==> src/rtl/dsp_mac_pkg.sv <==
// -----------------------------------------------------------------------------
// dsp_mac_pkg
// Shared types and helpers for the dsp_mac_engine slice:
//   - add/sub and accumulate-mode encodings
//   - control bundles that travel down the pipeline with each sample
//   - saturation bound helpers for an arbitrary signed width
// -----------------------------------------------------------------------------
package dsp_mac_pkg;

  typedef enum logic {
    OP_ADD = 1'b0,
    OP_SUB = 1'b1
  } addsub_e;

  typedef enum logic {
    ACC_SINGLE = 1'b0,
    ACC_WINDOW = 1'b1
  } acc_mode_e;

  // Control bits captured in S1 together with the operands.
  typedef struct packed {
    logic      valid;
    logic      pre_en;
    addsub_e   pre_sub;
    acc_mode_e acc_mode;
    addsub_e   post_sub;
  } ctrl_t;

  // After the pre-adder only the post-add controls are still needed.
  typedef struct packed {
    logic      valid;
    acc_mode_e acc_mode;
    addsub_e   post_sub;
  } post_ctrl_t;

  localparam int CTRL_W  = $bits(ctrl_t);
  localparam int POST_W  = $bits(post_ctrl_t);
  localparam int BOUND_W = 128;

  // Largest positive value of a w-bit signed number, in the low w bits.
  function automatic logic [BOUND_W-1:0] sat_max(input int unsigned w);
    return (BOUND_W'(1) << (w - 1)) - BOUND_W'(1);
  endfunction

  // Bit pattern of the most negative w-bit signed number, in the low w bits.
  function automatic logic [BOUND_W-1:0] sat_min(input int unsigned w);
    return BOUND_W'(1) << (w - 1);
  endfunction

endpackage

==> src/rtl/dsp_pipe_reg.sv <==
// -----------------------------------------------------------------------------
// dsp_pipe_reg
// Generic pipeline register: async active-low reset, synchronous clear that
// overrides the enable, and a clock enable that holds the value when low.
// Ports:
//   clk, rst_n : clock / async active-low reset
//   ce         : load enable
//   clr        : synchronous clear (priority over ce)
//   d / q      : WIDTH-bit data in / registered data out
// -----------------------------------------------------------------------------
module dsp_pipe_reg #(
  parameter int WIDTH = 1
) (
  input  logic             clk,
  input  logic             rst_n,
  input  logic             ce,
  input  logic             clr,
  input  logic [WIDTH-1:0] d,
  output logic [WIDTH-1:0] q
);

  // NOTE: non-blocking assignment so every stage samples the pre-edge value of
  // the stage before it; blocking here would collapse the pipeline.
  // NOTE: the datapath bits are reset along with the valid tags so outputs such
  // as M read a defined 0 after reset instead of X.
  always_ff @(posedge clk or negedge rst_n) begin
    if (!rst_n) begin
      q <= '0;
    end else if (clr) begin
      q <= '0;
    end else if (ce) begin
      q <= d;
    end
  end

endmodule

==> src/rtl/dsp_mac_engine.sv <==
// -----------------------------------------------------------------------------
// dsp_mac_engine
// Valid-tagged pre-add / multiply / post-add-accumulate slice.
//   S1 operands + controls, S2 pre-adder, S3 product M, S4 post-adder/acc -> P.
// Ports:
//   clk, rst_n         : clock / async active-low reset
//   ce                 : global enable, 0 freezes all state
//   flush              : synchronous clear of pipeline and window (beats ce)
//   in_valid           : sample qualifier
//   a, b, d, c         : signed operands (c is the P_WIDTH bias/addend)
//   pre_en, pre_sub    : pre-adder select / D+B vs D-B
//   acc_mode, post_sub : single-shot vs windowed / C+M vs C-M (single-shot)
//   acc_len            : products per window, 0 acts as 1
//   p, m               : result (held between out_valids) / stage-3 product
//   out_valid, ovf     : new result strobe / overflow seen for that result
//   busy               : window open or any stage holds a valid sample
// -----------------------------------------------------------------------------
module dsp_mac_engine
  import dsp_mac_pkg::*;
#(
  parameter int A_WIDTH  = 18,
  parameter int B_WIDTH  = 18,
  parameter int P_WIDTH  = 48,
  parameter int LEN_W    = 8,
  parameter int SATURATE = 1
) (
  input  logic                       clk,
  input  logic                       rst_n,
  input  logic                       ce,
  input  logic                       flush,
  input  logic                       in_valid,
  input  logic [A_WIDTH-1:0]         a,
  input  logic [B_WIDTH-1:0]         b,
  input  logic [B_WIDTH-1:0]         d,
  input  logic [P_WIDTH-1:0]         c,
  input  logic                       pre_en,
  input  logic                       pre_sub,
  input  logic                       acc_mode,
  input  logic                       post_sub,
  input  logic [LEN_W-1:0]           acc_len,
  output logic [P_WIDTH-1:0]         p,
  output logic [A_WIDTH+B_WIDTH:0]   m,
  output logic                       out_valid,
  output logic                       ovf,
  output logic                       busy
);

  localparam int M_W  = A_WIDTH + B_WIDTH + 1;
  localparam int X_W  = B_WIDTH + 1;
  localparam int S_W  = P_WIDTH + 1;
  localparam int S1_W = A_WIDTH + 2 * B_WIDTH + P_WIDTH + LEN_W + CTRL_W;
  localparam int S2_W = A_WIDTH + P_WIDTH + LEN_W + POST_W + X_W;
  localparam int S3_W = P_WIDTH + LEN_W + POST_W + M_W;

  localparam logic [P_WIDTH-1:0] P_MAX = P_WIDTH'(sat_max(P_WIDTH));
  localparam logic [P_WIDTH-1:0] P_MIN = P_WIDTH'(sat_min(P_WIDTH));

  if (P_WIDTH < A_WIDTH + B_WIDTH + 1) begin : g_width_check
    $error("dsp_mac_engine: P_WIDTH must be >= A_WIDTH+B_WIDTH+1");
  end

  // ---------------------------------------------------------------- S1
  ctrl_t                      ctrl_in, s1_ctrl;
  logic [S1_W-1:0]            s1_q;
  logic signed [A_WIDTH-1:0]  s1_a;
  logic signed [B_WIDTH-1:0]  s1_b, s1_d;
  logic signed [P_WIDTH-1:0]  s1_c;
  logic [LEN_W-1:0]           s1_len;

  assign ctrl_in = '{valid:    in_valid,
                     pre_en:   pre_en,
                     pre_sub:  addsub_e'(pre_sub),
                     acc_mode: acc_mode_e'(acc_mode),
                     post_sub: addsub_e'(post_sub)};

  dsp_pipe_reg #(.WIDTH(S1_W)) u_s1 (
    .clk(clk), .rst_n(rst_n), .ce(ce), .clr(flush),
    .d({a, b, d, c, acc_len, ctrl_in}),
    .q(s1_q)
  );
  assign {s1_a, s1_b, s1_d, s1_c, s1_len, s1_ctrl} = s1_q;

  // ---------------------------------------------------------------- S2
  // One extra bit makes D+B and D-B exact for any operands.
  logic signed [X_W-1:0] b_x, d_x, pre;
  assign b_x = {s1_b[B_WIDTH-1], s1_b};
  assign d_x = {s1_d[B_WIDTH-1], s1_d};

  // NOTE: pre gets a value on every path through the block, so no latch.
  always_comb begin
    pre = b_x;
    if (s1_ctrl.pre_en) begin
      pre = (s1_ctrl.pre_sub == OP_SUB) ? (d_x - b_x) : (d_x + b_x);
    end
  end

  post_ctrl_t                 s1_post, s2_ctrl;
  logic [S2_W-1:0]            s2_q;
  logic signed [A_WIDTH-1:0]  s2_a;
  logic signed [P_WIDTH-1:0]  s2_c;
  logic [LEN_W-1:0]           s2_len;
  logic signed [X_W-1:0]      s2_pre;

  assign s1_post = '{valid: s1_ctrl.valid, acc_mode: s1_ctrl.acc_mode,
                     post_sub: s1_ctrl.post_sub};

  dsp_pipe_reg #(.WIDTH(S2_W)) u_s2 (
    .clk(clk), .rst_n(rst_n), .ce(ce), .clr(flush),
    .d({s1_a, s1_c, s1_len, s1_post, pre}),
    .q(s2_q)
  );
  assign {s2_a, s2_c, s2_len, s2_ctrl, s2_pre} = s2_q;

  // ---------------------------------------------------------------- S3
  // Both factors extended to the full product width; the low M_W bits of the
  // M_W x M_W product are the exact signed product.
  logic signed [M_W-1:0] a_x, pre_x, prod;
  assign a_x   = {{(M_W - A_WIDTH){s2_a[A_WIDTH-1]}}, s2_a};
  assign pre_x = {{(M_W - X_W){s2_pre[X_W-1]}}, s2_pre};
  assign prod  = a_x * pre_x;

  post_ctrl_t                 s3_ctrl;
  logic [S3_W-1:0]            s3_q;
  logic signed [P_WIDTH-1:0]  s3_c;
  logic [LEN_W-1:0]           s3_len;
  logic signed [M_W-1:0]      s3_m;

  dsp_pipe_reg #(.WIDTH(S3_W)) u_s3 (
    .clk(clk), .rst_n(rst_n), .ce(ce), .clr(flush),
    .d({s2_c, s2_len, s2_ctrl, prod}),
    .q(s3_q)
  );
  assign {s3_c, s3_len, s3_ctrl, s3_m} = s3_q;

  // ---------------------------------------------------------------- S4
  logic [LEN_W-1:0]          cnt, len_lat, len_new, win_len;
  logic [LEN_W:0]            cnt_inc;
  logic                      win_open, last;
  logic signed [P_WIDTH-1:0] acc, p_q, res;
  logic signed [S_W-1:0]     m_x, base, sum;
  logic                      evt, ov_q, ovf_q, win_ovf;

  always_comb begin
    len_new  = (s3_len == '0) ? LEN_W'(1) : s3_len;
    win_open = (cnt != '0);
    // The first sample of a window supplies the length; later ones are ignored.
    win_len  = win_open ? len_lat : len_new;
    cnt_inc  = {1'b0, cnt} + {{LEN_W{1'b0}}, 1'b1};
    last     = (cnt_inc == {1'b0, win_len});

    m_x  = {{(S_W - M_W){s3_m[M_W-1]}}, s3_m};
    base = {s3_c[P_WIDTH-1], s3_c};
    // Single-shot samples always start from C, so they never touch acc.
    if (s3_ctrl.acc_mode == ACC_WINDOW && win_open) begin
      base = {acc[P_WIDTH-1], acc};
    end
    if (s3_ctrl.acc_mode == ACC_SINGLE && s3_ctrl.post_sub == OP_SUB) begin
      sum = base - m_x;
    end else begin
      sum = base + m_x;
    end

    evt = sum[S_W-1] ^ sum[S_W-2];
    res = sum[P_WIDTH-1:0];
    if (evt && (SATURATE != 0)) begin
      res = sum[S_W-1] ? P_MIN : P_MAX;
    end
  end

  always_ff @(posedge clk or negedge rst_n) begin
    if (!rst_n) begin
      p_q     <= '0;
      acc     <= '0;
      cnt     <= '0;
      len_lat <= '0;
      ov_q    <= 1'b0;
      ovf_q   <= 1'b0;
      win_ovf <= 1'b0;
    end else if (flush) begin
      p_q     <= '0;
      acc     <= '0;
      cnt     <= '0;
      len_lat <= '0;
      ov_q    <= 1'b0;
      ovf_q   <= 1'b0;
      win_ovf <= 1'b0;
    end else if (ce) begin
      ov_q <= 1'b0;
      if (s3_ctrl.valid) begin
        if (s3_ctrl.acc_mode == ACC_SINGLE) begin
          p_q   <= res;
          ovf_q <= evt;
          ov_q  <= 1'b1;
        end else if (last) begin
          p_q     <= res;
          ovf_q   <= win_ovf | evt;
          ov_q    <= 1'b1;
          cnt     <= '0;
          win_ovf <= 1'b0;
        end else begin
          acc     <= res;
          cnt     <= cnt_inc[LEN_W-1:0];
          win_ovf <= win_ovf | evt;
          if (!win_open) begin
            len_lat <= len_new;
          end
        end
      end
    end
  end

  // A result loaded into S4 stays pending while ce is low and is shown only
  // once ce is high again, so it is never reported twice.
  assign out_valid = ov_q & ce;
  assign p         = p_q;
  assign m         = s3_m;
  assign ovf       = ovf_q;
  assign busy      = win_open | s1_ctrl.valid | s2_ctrl.valid | s3_ctrl.valid;

endmodule
==> config.mk <==
export PLATFORM = sky130hd
export DESIGN_NAME = dsp_mac_engine
export DESIGN_NICKNAME = d
export VERILOG_FILES = /design/src/rtl/dsp_mac_pkg.sv /design/src/rtl/dsp_pipe_reg.sv /design/src/rtl/dsp_mac_engine.sv
export SDC_FILE = /design/constraint.sdc
export NUM_CORES = 2
export LEC_CHECK = 0
export CAP_MARGIN = 20
export CORE_MARGIN = 2
export CORE_UTILIZATION = 30
export DETAILED_ROUTE_END_ITERATION = 7
export PLACE_DENSITY_LB_ADDON = 0.3
export SYNTH_ARGS = -nofsm -noshare
export SYNTH_HDL_FRONTEND = slang
export SYNTH_SLANG_ARGS = --single-unit
==> constraint.sdc <==
create_clock -name clk -period 19.4 [get_ports clk]
set_input_delay 3.88 -clock clk [delete_from_list [all_inputs] [get_ports clk]]
set_output_delay 3.88 -clock clk [all_outputs]
set_load 0.05 [all_outputs]
==> impl_metrics.yaml <==
status:
  outcome: "complete, no violations"
cts:
  post-cts-setup-buffer-count: 0
  cts.hold.buffers_added: 0
  cts-root-to-sink-buffers: 3
  cts.htree.levels: 2
  cts_tree: "yes"
  cts_resized: 0
  clk_latency_ns: 0.63
  cts_made_buffers: 51
  clkTransAtPathRegs_ns: 0.06
  clock_sink_count: 422
  clock-root-buffer: "sky130_fd_sc_hd__clkbuf_16"
drt:
  vias: 25900
  detailedRoute.firstPassIterationCount: 7
  antenna_violating_nets_post_route: 0
  wl_per_cell_um: 18.0
  first_iter_violations: 1855
  drcViolationCount: 0
  vias_per_cell: 4.85
  total_detailed_routing_wirelength_mm: 96.1
layout:
  final_cell_count_no_fill: 5351
  area_growth_pct: 14.0
  multi_input_area_mm2: 0.0223
  design.final.nets: 4403
  finalInstanceArea_mm2: 0.0404
  final_layout_size_suffix_gt1_share_pct: 5.12
  fillerInstances: 12100
  seq_area_mm2: 0.0106
floorplan:
  die_area_mm2: 0.121
  core_mm2: 0.118
  core.rowCount: 126
  initial_util_pct: 30.1
  die_w_um: 348
  io_pins: 207
  die-height_um: 348
place:
  portBuffers: 206
  globalplace.congestion: 0.849
  dp_hpwl_mm: 73.1
  placedInstanceArea_mm2: 0.0387
  dp_cells: 5255
global_route:
  number_of_antenna_violations_at_the_first_check_in_global_routing: 7
  overflow: 0
  grt_max_degree: 176
  grt_pass1_wl_mm: 153
  total_routing_usage_reported_by_global_routing_pct: 15.9
  first_global_vias: 26200
logic_synthesis:
  post_synth_instance_area_mm2: 0.0355
  synth_cell_type_count: 74
  edff_count_synth: 0
  synth.top_cells.by_area: "sky130_fd_sc_hd__dfrtp_1 (30%), sky130_fd_sc_hd__fa_1 (20%), sky130_fd_sc_hd__mux2i_1 (8.7%)"
  postSynth.asyncResetShare_pct: 100
  post_synthesis_sequential_area_ratio_pct: 29.8
  yosysWarnings: 0
  synthesis.nets: 4350
  post_synth_inst_count: 3719
  most_common_cell_in_the_netlist: "sky130_fd_sc_hd__dfrtp_1"
  synth.top_cells.by_count: "sky130_fd_sc_hd__dfrtp_1 (422), sky130_fd_sc_hd__inv_1 (419), sky130_fd_sc_hd__nor2_1 (419)"
  synth.largest_area_cell: "sky130_fd_sc_hd__dfrtp_1"
  netlist.area_leader.share_pct: 29.8
  postSynthRegisterBits: 422
  most_used_dff_post_synth: "sky130_fd_sc_hd__dfrtp_1"
  synth.avg_cell_area_um2: 9.53
timing:
  setup-tns-final_ns: 0
  timing_max_transition_violations_final: 0
  min_period_ns: 9.24
  report.final.hold_viol_count: 0
  final.hold.worst_slack_ns: 0.475
  timing_worst_slew_pin_value_ns: 1.08
  relSlewSlack_pct: 27.3
  rsz0062_at_grt: "no"
  final.setup_skew_ns: 0.0471
  timing.fmax_ghz: 0.108
  setup_viol_count_final: 0
  min_period_over_period_pct: 47.6
min_path:
  worst_hold_class: "reg2reg"
  worst_hold_launch: "acc[24]"
worst_setup_path:
  timing_worst_setup_path_type: "in2out"
  startpoint: "ce"
  worstPathArrival_ns: 5.36
  critical_path_peak_fanout: 65
  critPathCaptureType: "primary output"
  worst-endpoint-required_ns: 15.52
  launch_point_of_the_worst_reg_to_reg_path: "u_s2.q[81]"
  startpoint_type: "input port"
pwr:
  worst_ir_drop_vdd_uv: 83.3
  p_total_mw: 2.70
  power.density_mw_per_mm2: 66.8
  power_leakage_nw: 19.8
job:
  max_cap_viol_count: 0
==> state kept, by name, indices dropped and copies added, names as in the netlist <==
register / flops
ovf: 1
u_s2.q: 96
win_ovf: 1
ov_q: 1
u_s3.q: 96
acc: 48
len_lat: 8
cnt: 8
p: 48
u_s1.q: 115
==> critical path, cell delays in order <==
cell	delay [ns]
sky130_fd_sc_hd__buf_8	0.43
sky130_fd_sc_hd__and2_1	0.23
sky130_fd_sc_hd__clkdlybuf4s50_1	0.80
==> cells by family after synthesis <==
| kind of cell | Yosys count | synth area share, % |
|---|---|---|
| flip-flops | 422 | 29.8 |
| buffers and inverters | 657 | 7.42 |
| adder cells (fa/ha/maj) | 512 | 25.4 |
| XOR/XNOR | 150 | 3.71 |
| multiplexers | 357 | 10.3 |
| AO/OA/AOI/OAI | 501 | 8.83 |
| AND/OR/NAND/NOR | 1120 | 14.6 |
==> final timing paths <==
check / slack (ns) / cells after the start / to
max: 10.16 / 3 / out_valid
min: 0.47 / 2 / acc[24]
min in group asynchronous: 3.29 / 1 / acc[40]
max reg2reg: 11.99 / 21 / u_s3.q[36]
max in group asynchronous: 13.06 / 4 / u_s3.q[58]
min reg2reg: 0.47 / 2 / acc[24]
==> through the flow <==
stage | setup slack, ns | utilization, %
floorplan | 10.38 | -
global placement | 10.13 | 32.9
detailed placement | 10.12 | 32.9
CTS | 10.11 | 34.3
global route | 10.08 | 34.3
finish | 10.16 | 34.4
==> report_power, final <==
group / leakage (nW) / switching, mW / internal [mW] / total, mW
logic: 13.2 / 0.483 / 0.267 / 0.750
clock network: 0.839 / 0.413 / 0.579 / 0.993
registers: 5.77 / 0.0495 / 0.909 / 0.959
total: 19.8 / 0.946 / 1.76 / 2.70
==> metal layers <==
| metal | GRT usage, % | vias to the layer above | part of all wire [%] |
|---|---|---|---|
| met5 | 0 | - | 0.077 |
| met4 | 3.49 | 10 | 2.0 |
| met3 | 2.52 | 110 | 4.6 |
| met2 | 25.2 | 487 | 46 |
| met1 | 22.8 | 13100 | 48 |
| li1 | - | 12200 | - |
==> area by class of cell <==
type,count,share of cell area (%)
diodes,3,0.0186
clock buffers,69,3.57
clock inverters,24,0.697
repair buffers,237,5.75
multi-input cells,2640,55.2
well taps,1536,4.76
inverters,420,3.90
flip-flops and latches,422,26.1
==> placed cells by master, fill, tap and decap left out, types with 51 or more instances in the layout <==
cell,instances
sky130_fd_sc_hd__nor3_1,77
sky130_fd_sc_hd__ha_1,165
sky130_fd_sc_hd__dfrtp_1,422
sky130_fd_sc_hd__fa_1,347
sky130_fd_sc_hd__clkbuf_16,51
sky130_fd_sc_hd__clkdlybuf4s50_1,203
sky130_fd_sc_hd__and2_1,179
sky130_fd_sc_hd__nor2_1,417
sky130_fd_sc_hd__inv_1,419
sky130_fd_sc_hd__a21oi_1,123
sky130_fd_sc_hd__o21ai_0,166
sky130_fd_sc_hd__mux2i_1,308
sky130_fd_sc_hd__nand2_1,305
sky130_fd_sc_hd__xnor2_1,108
Note: power is estimated with default switching activity, not from simulation.
